`config.mk`:
```
export PLATFORM = sky130hd
export DESIGN_NAME = seq_1010_tx
export DESIGN_NICKNAME = d
export VERILOG_FILES = /design/src/rtl/seq_1010_pkg.sv /design/src/rtl/seq_1010_tx_piso_shift.sv /design/src/rtl/seq_1010_tx.sv
export SDC_FILE = /design/constraint.sdc
export NUM_CORES = 1
export LEC_CHECK = 0
export ABC_AREA = 1
export CORE_ASPECT_RATIO = 1.2
export CORE_MARGIN = 10
export CORE_UTILIZATION = 51
export DETAILED_ROUTE_END_ITERATION = 10
export GPL_ROUTABILITY_DRIVEN = 0
export PLACE_DENSITY = 0.73
export SLEW_MARGIN = 30
export SYNTH_ARGS = -nofsm -noshare
export SYNTH_HDL_FRONTEND = slang
export SYNTH_HIERARCHICAL = 1
export SYNTH_SLANG_ARGS = --single-unit
```
`constraint.sdc`:
```
create_clock -name clk -period 2 [get_ports clk]
set_input_delay 0.4 -clock clk [delete_from_list [all_inputs] [get_ports clk]]
set_output_delay 0.4 -clock clk [all_outputs]
set_load 0.02 [all_outputs]
```
`src/rtl/seq_1010_pkg.sv`:
```
// Shared types and constants for the seq_1010_tx serial framer.
// Optional parity bit is enabled by defining SEQ_1010_TX_PARITY_EN.
package seq_1010_pkg;

    // Number of sync bits sent ahead of every payload word.
    localparam int PRE_LEN = 4;

    // Sync pattern recognised by the downstream 1010 detector.
    localparam logic [PRE_LEN-1:0] PREAMBLE_DEFAULT = 4'b1010;

    // Frame phases; PAR only has a case arm when the parity bit is built in.
    typedef enum logic [2:0] {
        IDLE = 3'd0,
        PRE  = 3'd1,
        DATA = 3'd2,
        PAR  = 3'd3,
        GAP  = 3'd4
    } state_e;

    // Largest of three sizes, used to size the shared bit counter.
    function automatic int max3(input int a, input int b, input int c);
        int m;
        m = a;
        if (b > m) m = b;
        if (c > m) m = c;
        return m;
    endfunction

endpackage

```
`src/rtl/seq_1010_tx_piso_shift.sv`:
```
// Parallel-in, serial-out shift register presenting its MSB first.
// A load takes priority over a shift in the same cycle.
module piso_shift #(
    parameter int W = 8
) (
    input  logic         clk,
    input  logic         rst,
    input  logic         load,
    input  logic         shift,
    input  logic [W-1:0] din,
    output logic         msb
);

    logic [W-1:0] sreg_q;
    logic [W-1:0] sreg_d;

    // Next register contents: fresh word on load, move one bit toward MSB on shift.
    always_comb begin
        sreg_d = sreg_q;
        if (load) begin
            sreg_d = din;
        end else if (shift) begin
            sreg_d = sreg_q << 1;
        end
    end

    // Register with synchronous active-low clear.
    always_ff @(posedge clk) begin
        if (!rst) begin
            sreg_q <= '0;
        end else begin
            sreg_q <= sreg_d;
        end
    end

    assign msb = sreg_q[W-1];

endmodule

```
`src/rtl/seq_1010_tx.sv`:
```
// Serial framer: 1010 preamble, payload MSB-first, then a zero gap.
// All outputs are registered, so each one reflects the phase the FSM has just entered.
// Define SEQ_1010_TX_PARITY_EN to insert an even-parity bit after the payload.
module seq_1010_tx
    import seq_1010_pkg::*;
#(
    parameter int                 DATA_W   = 8,
    parameter logic [PRE_LEN-1:0] PREAMBLE = PREAMBLE_DEFAULT,
    parameter int                 GAP_LEN  = 2
) (
    input  logic              clk,
    input  logic              rst,
    input  logic [DATA_W-1:0] data_in,
    input  logic              valid,
    output logic              ready,
    output logic              o,
    output logic              busy,
    output logic              done
);

    localparam int CNT_MAX = max3(PRE_LEN, DATA_W, GAP_LEN);
    localparam int CNT_W   = $clog2(CNT_MAX);

    localparam logic [CNT_W-1:0] PRE_LAST  = CNT_W'(PRE_LEN - 1);
    localparam logic [CNT_W-1:0] DATA_LAST = CNT_W'(DATA_W - 1);
    localparam logic [CNT_W-1:0] GAP_LAST  = CNT_W'(GAP_LEN - 1);

    state_e           state_q;
    state_e           state_d;
    logic [CNT_W-1:0] cnt_q;
    logic [CNT_W-1:0] cnt_d;
    logic [CNT_W-1:0] cnt_dec;
    logic             o_q;
    logic             o_d;
    logic             ready_q;
    logic             ready_d;
    logic             busy_q;
    logic             busy_d;
    logic             done_q;
    logic             done_d;
    logic             sr_load;
    logic             sr_shift;
    logic             sr_msb;
`ifdef SEQ_1010_TX_PARITY_EN
    logic             par_q;
    logic             par_d;
`endif

    assign cnt_dec = cnt_q - 1'b1;

    piso_shift #(
        .W (DATA_W)
    ) u_payload (
        .clk   (clk),
        .rst   (rst),
        .load  (sr_load),
        .shift (sr_shift),
        .din   (data_in),
        .msb   (sr_msb)
    );

    // Next-state, counter and next-output logic; o_d is the bit for the phase being entered.
    always_comb begin
        state_d  = state_q;
        cnt_d    = cnt_q;
        o_d      = 1'b0;
        done_d   = 1'b0;
        sr_load  = 1'b0;
        sr_shift = 1'b0;
`ifdef SEQ_1010_TX_PARITY_EN
        par_d    = par_q;
`endif

        case (state_q)
            IDLE: begin
                if (valid && ready_q) begin
                    state_d = PRE;
                    cnt_d   = PRE_LAST;
                    o_d     = PREAMBLE[PRE_LEN-1];
                    sr_load = 1'b1;
`ifdef SEQ_1010_TX_PARITY_EN
                    par_d   = ^data_in;
`endif
                end
            end

            PRE: begin
                if (cnt_q == '0) begin
                    state_d  = DATA;
                    cnt_d    = DATA_LAST;
                    o_d      = sr_msb;
                    sr_shift = 1'b1;
                end else begin
                    cnt_d = cnt_dec;
                    o_d   = PREAMBLE[cnt_dec[1:0]];
                end
            end

            DATA: begin
                if (cnt_q == '0) begin
                    cnt_d = GAP_LAST;
`ifdef SEQ_1010_TX_PARITY_EN
                    state_d = PAR;
                    o_d     = par_q;
`else
                    state_d = GAP;
                    done_d  = 1'b1;
`endif
                end else begin
                    cnt_d    = cnt_dec;
                    o_d      = sr_msb;
                    sr_shift = 1'b1;
                end
            end

`ifdef SEQ_1010_TX_PARITY_EN
            PAR: begin
                state_d = GAP;
                done_d  = 1'b1;
            end
`endif

            GAP: begin
                if (cnt_q == '0) begin
                    state_d = IDLE;
                end else begin
                    cnt_d = cnt_dec;
                end
            end

            default: begin
                state_d = IDLE;
                cnt_d   = '0;
            end
        endcase

        ready_d = (state_d == IDLE);
        busy_d  = (state_d != IDLE);
    end

    // Single state/counter/output register bank with synchronous active-low reset.
    always_ff @(posedge clk) begin
        if (!rst) begin
            state_q <= IDLE;
            cnt_q   <= '0;
            o_q     <= 1'b0;
            ready_q <= 1'b1;
            busy_q  <= 1'b0;
            done_q  <= 1'b0;
`ifdef SEQ_1010_TX_PARITY_EN
            par_q   <= 1'b0;
`endif
        end else begin
            state_q <= state_d;
            cnt_q   <= cnt_d;
            o_q     <= o_d;
            ready_q <= ready_d;
            busy_q  <= busy_d;
            done_q  <= done_d;
`ifdef SEQ_1010_TX_PARITY_EN
            par_q   <= par_d;
`endif
        end
    end

    assign o     = o_q;
    assign ready = ready_q;
    assign busy  = busy_q;
    assign done  = done_q;

endmodule

```
Yosys cells after proc, flatten, opt, wreduce, memory -nomap -nowiden

Cells that the tools add are included.

Register bits: 18
Latch bits: 0
Bits in writable memories: 0
Memory bits (read-only): 0
Output and inout port bits: 4
Word-level logic and storage cells: 44
Memories kept: 0

Add/subtract/negate cells: 1
Multiply operators: 0
Div/mod/pow operators: 0
Order comparisons: 1
Eq/ne operators: 5
Shift operators: 0
Mux-type cells: 22
Bitwise gates (word level): 0
Reduce and logical (&&, ||, !) cells: 8

Operator list:

| operator            | number |
|---|---|
| $mux 3              | 8 |
| $pmux 3 s4          | 2 |
| $mux 8              | 2 |
| $logic_not 3->1     | 3 |
| $mux 1              | 7 |
| $ne 2x2->1 const B  | 2 |
| $reduce_and 2->1    | 2 |
| $eq 3x1->1 const B  | 1 |
| $eq 3x2->1 const B  | 1 |
| $eq 3x3->1 const B  | 1 |
| $lt 2x3->1 const B  | 1 |
| $pmux 1 s3          | 1 |
| $reduce_bool 3->1   | 1 |
| $sub 3x1->3 const B | 1 |
| $bmux 1 s2          | 1 |
| $pmux 1 s2          | 1 |
| $reduce_bool 2->1   | 1 |
| $logic_and 1x1->1   | 1 |

Depth between registers and ports, before layout

Depth after elaboration: 5
Mapped depth: 13
Gate-level depth less buffers: 12

Modules after synthesis

The synthesis kept the hierarchy.

Modules (own cells, without submodules):

| module      | instances | cells each | area an instance (um2) |
|---|---|---|---|
| seq_1010_tx | 1         | 87         | 573.0 |
| piso_shift  | 1         | 60         | 399.1 |

Least setup slack after synthesis

OpenSTA, ideal clock, no wires.

Kind: register to register
Start: reg cnt_q[0]
End: reg u_payload.sreg_q[7]
Setup time: 0.109 ns
Arrival time: 1.393 ns
Slack: 0.499 ns
Stages on the path, launching flop included: 14
Buffers on the path: 1
Period minus slack after synthesis: 1.501 ns
Path through: dfxtp_1 -> inv_1 -> ha_1 -> nand2_4 -> inv_2 -> nor2_1 -> inv_1 -> nand2_1 -> buf_4 -> nor2_8 -> nand2_1 -> nand3_1 -> nand2_1 -> inv_1

Word-level cells in the longest chain between the ends: 4
Elaborated cells between the ends (all ways): 5
Those cells by class: 3 x mux; 2 x reduce/logical

Ends and longest elaborated chain:

| item                                 | RTL line                              | source |
|---|---|---|
| start, declared                      | seq_1010_tx.sv:30                     | `logic [CNT_W-1:0] cnt_q;` |
| start signal, assigned               | seq_1010_tx.sv:155                    | `cnt_q <= cnt_d;` |
| $logic_not 3->1 *                    | seq_1010_tx.sv:88, seq_1010_tx.sv:100 |  |
| $mux 1, on equally long branches     | seq_1010_tx.sv:100, seq_1010_tx.sv:88 |  |
| $pmux 1 s2 *                         | seq_1010_tx.sv:74                     | `case (state_q)` |
| named net sr_shift                   | seq_1010_tx.sv:42                     | `logic sr_shift;` |
| $reduce_bool 2->1 (no source line) * | -                                     |  |
| end signal, assigned                 | seq_1010_tx_piso_shift.sv:32          | `sreg_q <= sreg_d;` |
| end, declared                        | seq_1010_tx_piso_shift.sv:14          | `logic [W-1:0] sreg_q;` |

The timed path passes the listed nets; every way through them passes the cells marked *.
A chain may end at the register's enable or synchronous reset.

Final worst setup path

Start: reg cnt_q[0]
End: reg u_payload.sreg_q[2]

Same word-level chain as after synthesis.

==> flow_metrics.py <==
metrics = {
    "outcome": {
        "outcome": "finished, final reports clean",
    },
    "cells_and_area": {
        "nNetsFinal": 177,
        "area_growth_pct": 18.66,
        "final_common_cell": "nand2_1",
        "diodes": 0,
        "final_cell_mix": "54 x nand2_1, 20 x nand3_1, 18 x inv_1, 18 x dfxtp_1, 14 x clkdlybuf4s50_1",
        "drive_gt1_share_pct": 12.88,
    },
    "clocking": {
        "postCtsResizedCells": 0,
        "cts_sinks": 18,
        "clkTransAtPathRegs_ns": 0.10,
        "root_buffer": "clkbuf_4",
        "cts_tree": "built",
        "htreeDepth": 1,
        "clock_path_buffers": 2,
        "cts_made_buffers": 3,
        "cts_setup_buffers": 0,
        "insertion_delay_ns": 0.29,
        "postCtsHoldBufs": 0,
    },
    "die": {
        "die_w_um": 59.86,
        "dieArea_um2": 4060,
        "fp.dieH_um": 67.83,
        "rows": 17,
        "coreArea_um2": 1829,
        "ios": 15,
        "start_util_pct": 53.15,
    },
    "grt": {
        "grt_pass1_vias": 955,
        "grt_util_all_layers_pct": 11.16,
        "grt_overflow": 0,
        "grt_pass1_wl_um": 3650,
        "antenna_found_initial": 0,
        "grt_max_degree": 12,
    },
    "place": {
        "port-buffer-count": 14,
        "hpwl_um": 1679,
        "place_ws_ns": 0.2467,
    },
    "worst_setup_path": {
        "cp_common_cell": "inv_1",
        "cp_data_arrival_time_ns": 1.99,
        "critPathRequiredTime_ns": 2.24,
        "critPathLaunchType": "flip-flop",
        "crit_chain": "inv_1 -> ha_1 -> nand2_4 -> inv_2 -> nor2_1 -> inv_1 -> nand2_1 -> nand3_1 -> nand3_1 -> nand2_1 -> inv_1",
        "critical-path-slowest-cell": "dfxtp_1",
        "cp_max_fo": 10,
        "cpPeakStageDelay_ns": 0.36,
        "crit_type": "reg -> reg",
        "cp-end-kind": "flip-flop",
    },
    "pwr": {
        "max-vdd-ir-drop_mv": 0.5596,
        "leakage_nw": 0.5651,
        "power-per-cell-area_nw_per_um2": 1057,
    },
    "route": {
        "wl_um": 2084,
        "wl_per_cell_um": 11.45,
        "ant_nets": 0,
        "drc": 0,
        "drt-vias-per-instance": 4.984,
        "drt_first_pass_iters": 4,
        "vias": 907,
        "drt_iter0_drc": 14,
    },
    "timing": {
        "setup_violations": 0,
        "hold_viol": 0,
        "slew-limit-headroom_pct": 75.42,
        "slew_viol_final": 0,
        "worst_slew_pin_slew_ns": 0.3679,
        "rsz0062_at_grt": "no",
        "finalCriticalPeriod_ns": 1.753,
        "fmax_mhz": 570.5,
        "setup_tns_ns": 0,
        "fin_ws_ns": 0.2473,
        "min_period_over_period_pct": 87.64,
        "clock_skew_ns": 0.0009126,
    },
    "synth": {
        "yosys.area.top_type": "dfxtp_1",
        "synth.area.top_cells": "dfxtp_1 37%, nand2_1 21%, nand3_1 10%, inv_1 6.9%, a21oi_1 5.1%",
        "synth.net_count": 160,
        "avgSynthCellArea_um2": 6.613,
        "ys_seq_area_share_pct": 37.07,
        "syn_area_um2": 972.2,
        "netlist.area_leader.share_pct": 37.07,
        "ys_ff_latch": 18,
        "ys_types": 18,
        "syn_inst": 147,
        "yosysWarnings": 6,
    },
    "worst_hold_path": {
        "min_path_type": "reg -> reg",
    },
    "job": {
        "max_cap_viol_count": 0,
    },
}
layer usage:
metal / vias up / wire length (µm) / track usage, %
li1: 486 / - / -
met1: 398 / 875 / 10.54
met2: 19 / 1106 / 21.39
met3: 4 / 69 / 1.852
met4: 0 / 32 / 7.022
met5: - / 0 / 0
cells by family after synthesis:
logic type | Yosys count | synth area share (%)
AND/OR/NAND/NOR | 86 | 39.77
flip-flops | 18 | 37.07
adder cells (fa/ha/maj) | 2 | 2.574
buffers and inverters | 27 | 11.58
AO/OA/AOI/OAI | 14 | 9.010
cell type report:
class | instances | area, µm²
flip-flops and latches | 18 | 360.3
fillers | 193 | 675.6
repair buffers | 14 | 140.1
well taps | 19 | 23.77
inverters | 25 | 93.84
multi-input cells | 102 | 499.2
clock buffers | 4 | 36.28
worst max-delay path, delay by kind of cell (launching register included):
family / cells / cell delay, ns
fa+ha+maj: 1 / 0.22
buf+inv: 4 / 0.26
flops: 1 / 0.36
simple gates: 6 / 0.86
final timing paths:
| path | startpoint | depth (start not counted) | endpoint | slack, ns |
|---|---|---|---|---|
| setup / recovery | cnt_q[0]$_SDFFE_PN0P_ | 11 | u_payload/sreg_q[2]$_SDFFE_PN0P_ | 0.25 |
| hold / removal | cnt_q[1]$_SDFFE_PN0P_ | 2 | cnt_q[1]$_SDFFE_PN0P_ | 0.48 |
| setup reg to reg | cnt_q[0]$_SDFFE_PN0P_ | 11 | u_payload/sreg_q[2]$_SDFFE_PN0P_ | 0.25 |
| hold reg to reg | cnt_q[1]$_SDFFE_PN0P_ | 2 | cnt_q[1]$_SDFFE_PN0P_ | 0.48 |
power breakdown:
group / switching, mW / internal (mW)
Sequential: 0.0460 / 0.425
Combinational: 0.335 / 0.193
Clock: 0.110 / 0.111
registers in the layout, summed over array words and instances, names as in the netlist:
register,count
u_payload/sreg_q,8
busy,1
state_q,3
cnt_q,3
done,1
ready,1
o,1
cell usage after synthesis:
| cell | count |
|---|---|
| a21oi_1 | 10 |
| a21oi_2 | 1 |
| buf_4 | 1 |
| buf_6 | 1 |
| dfxtp_1 | 18 |
| ha_1 | 2 |
| inv_1 | 18 |
| inv_2 | 7 |
| nand2_1 | 54 |
| nand2_2 | 1 |
| nand2_4 | 1 |
| nand3_1 | 20 |
| nor2_1 | 4 |
| nor2_2 | 5 |
| nor2_8 | 1 |
| o211ai_1 | 1 |
| o21ai_0 | 1 |
| o21ai_4 | 1 |
per-stage QoR:
| stage | area [µm²] | total power, mW | utilization (%) | cells | hold WS (ns) |
|---|---|---|---|---|---|
| final | 1154 | 1.219 | 63.06 | 182 | 0.4797 |
| after CTS | 1154 | 1.226 | 63.06 | 182 | 0.4787 |
| after global routing | 1154 | 1.320 | 63.06 | 182 | 0.5054 |
| after detailed placement | 1117 | 1.007 | 61.08 | 178 | 0.4634 |
| after floorplan | 972.2 | 0.8895 | - | 147 | 0.4378 |
| after global placement | 1117 | 0.9883 | 61.08 | 178 | 0.4562 |
Note: power is estimated with default switching activity, not from simulation.
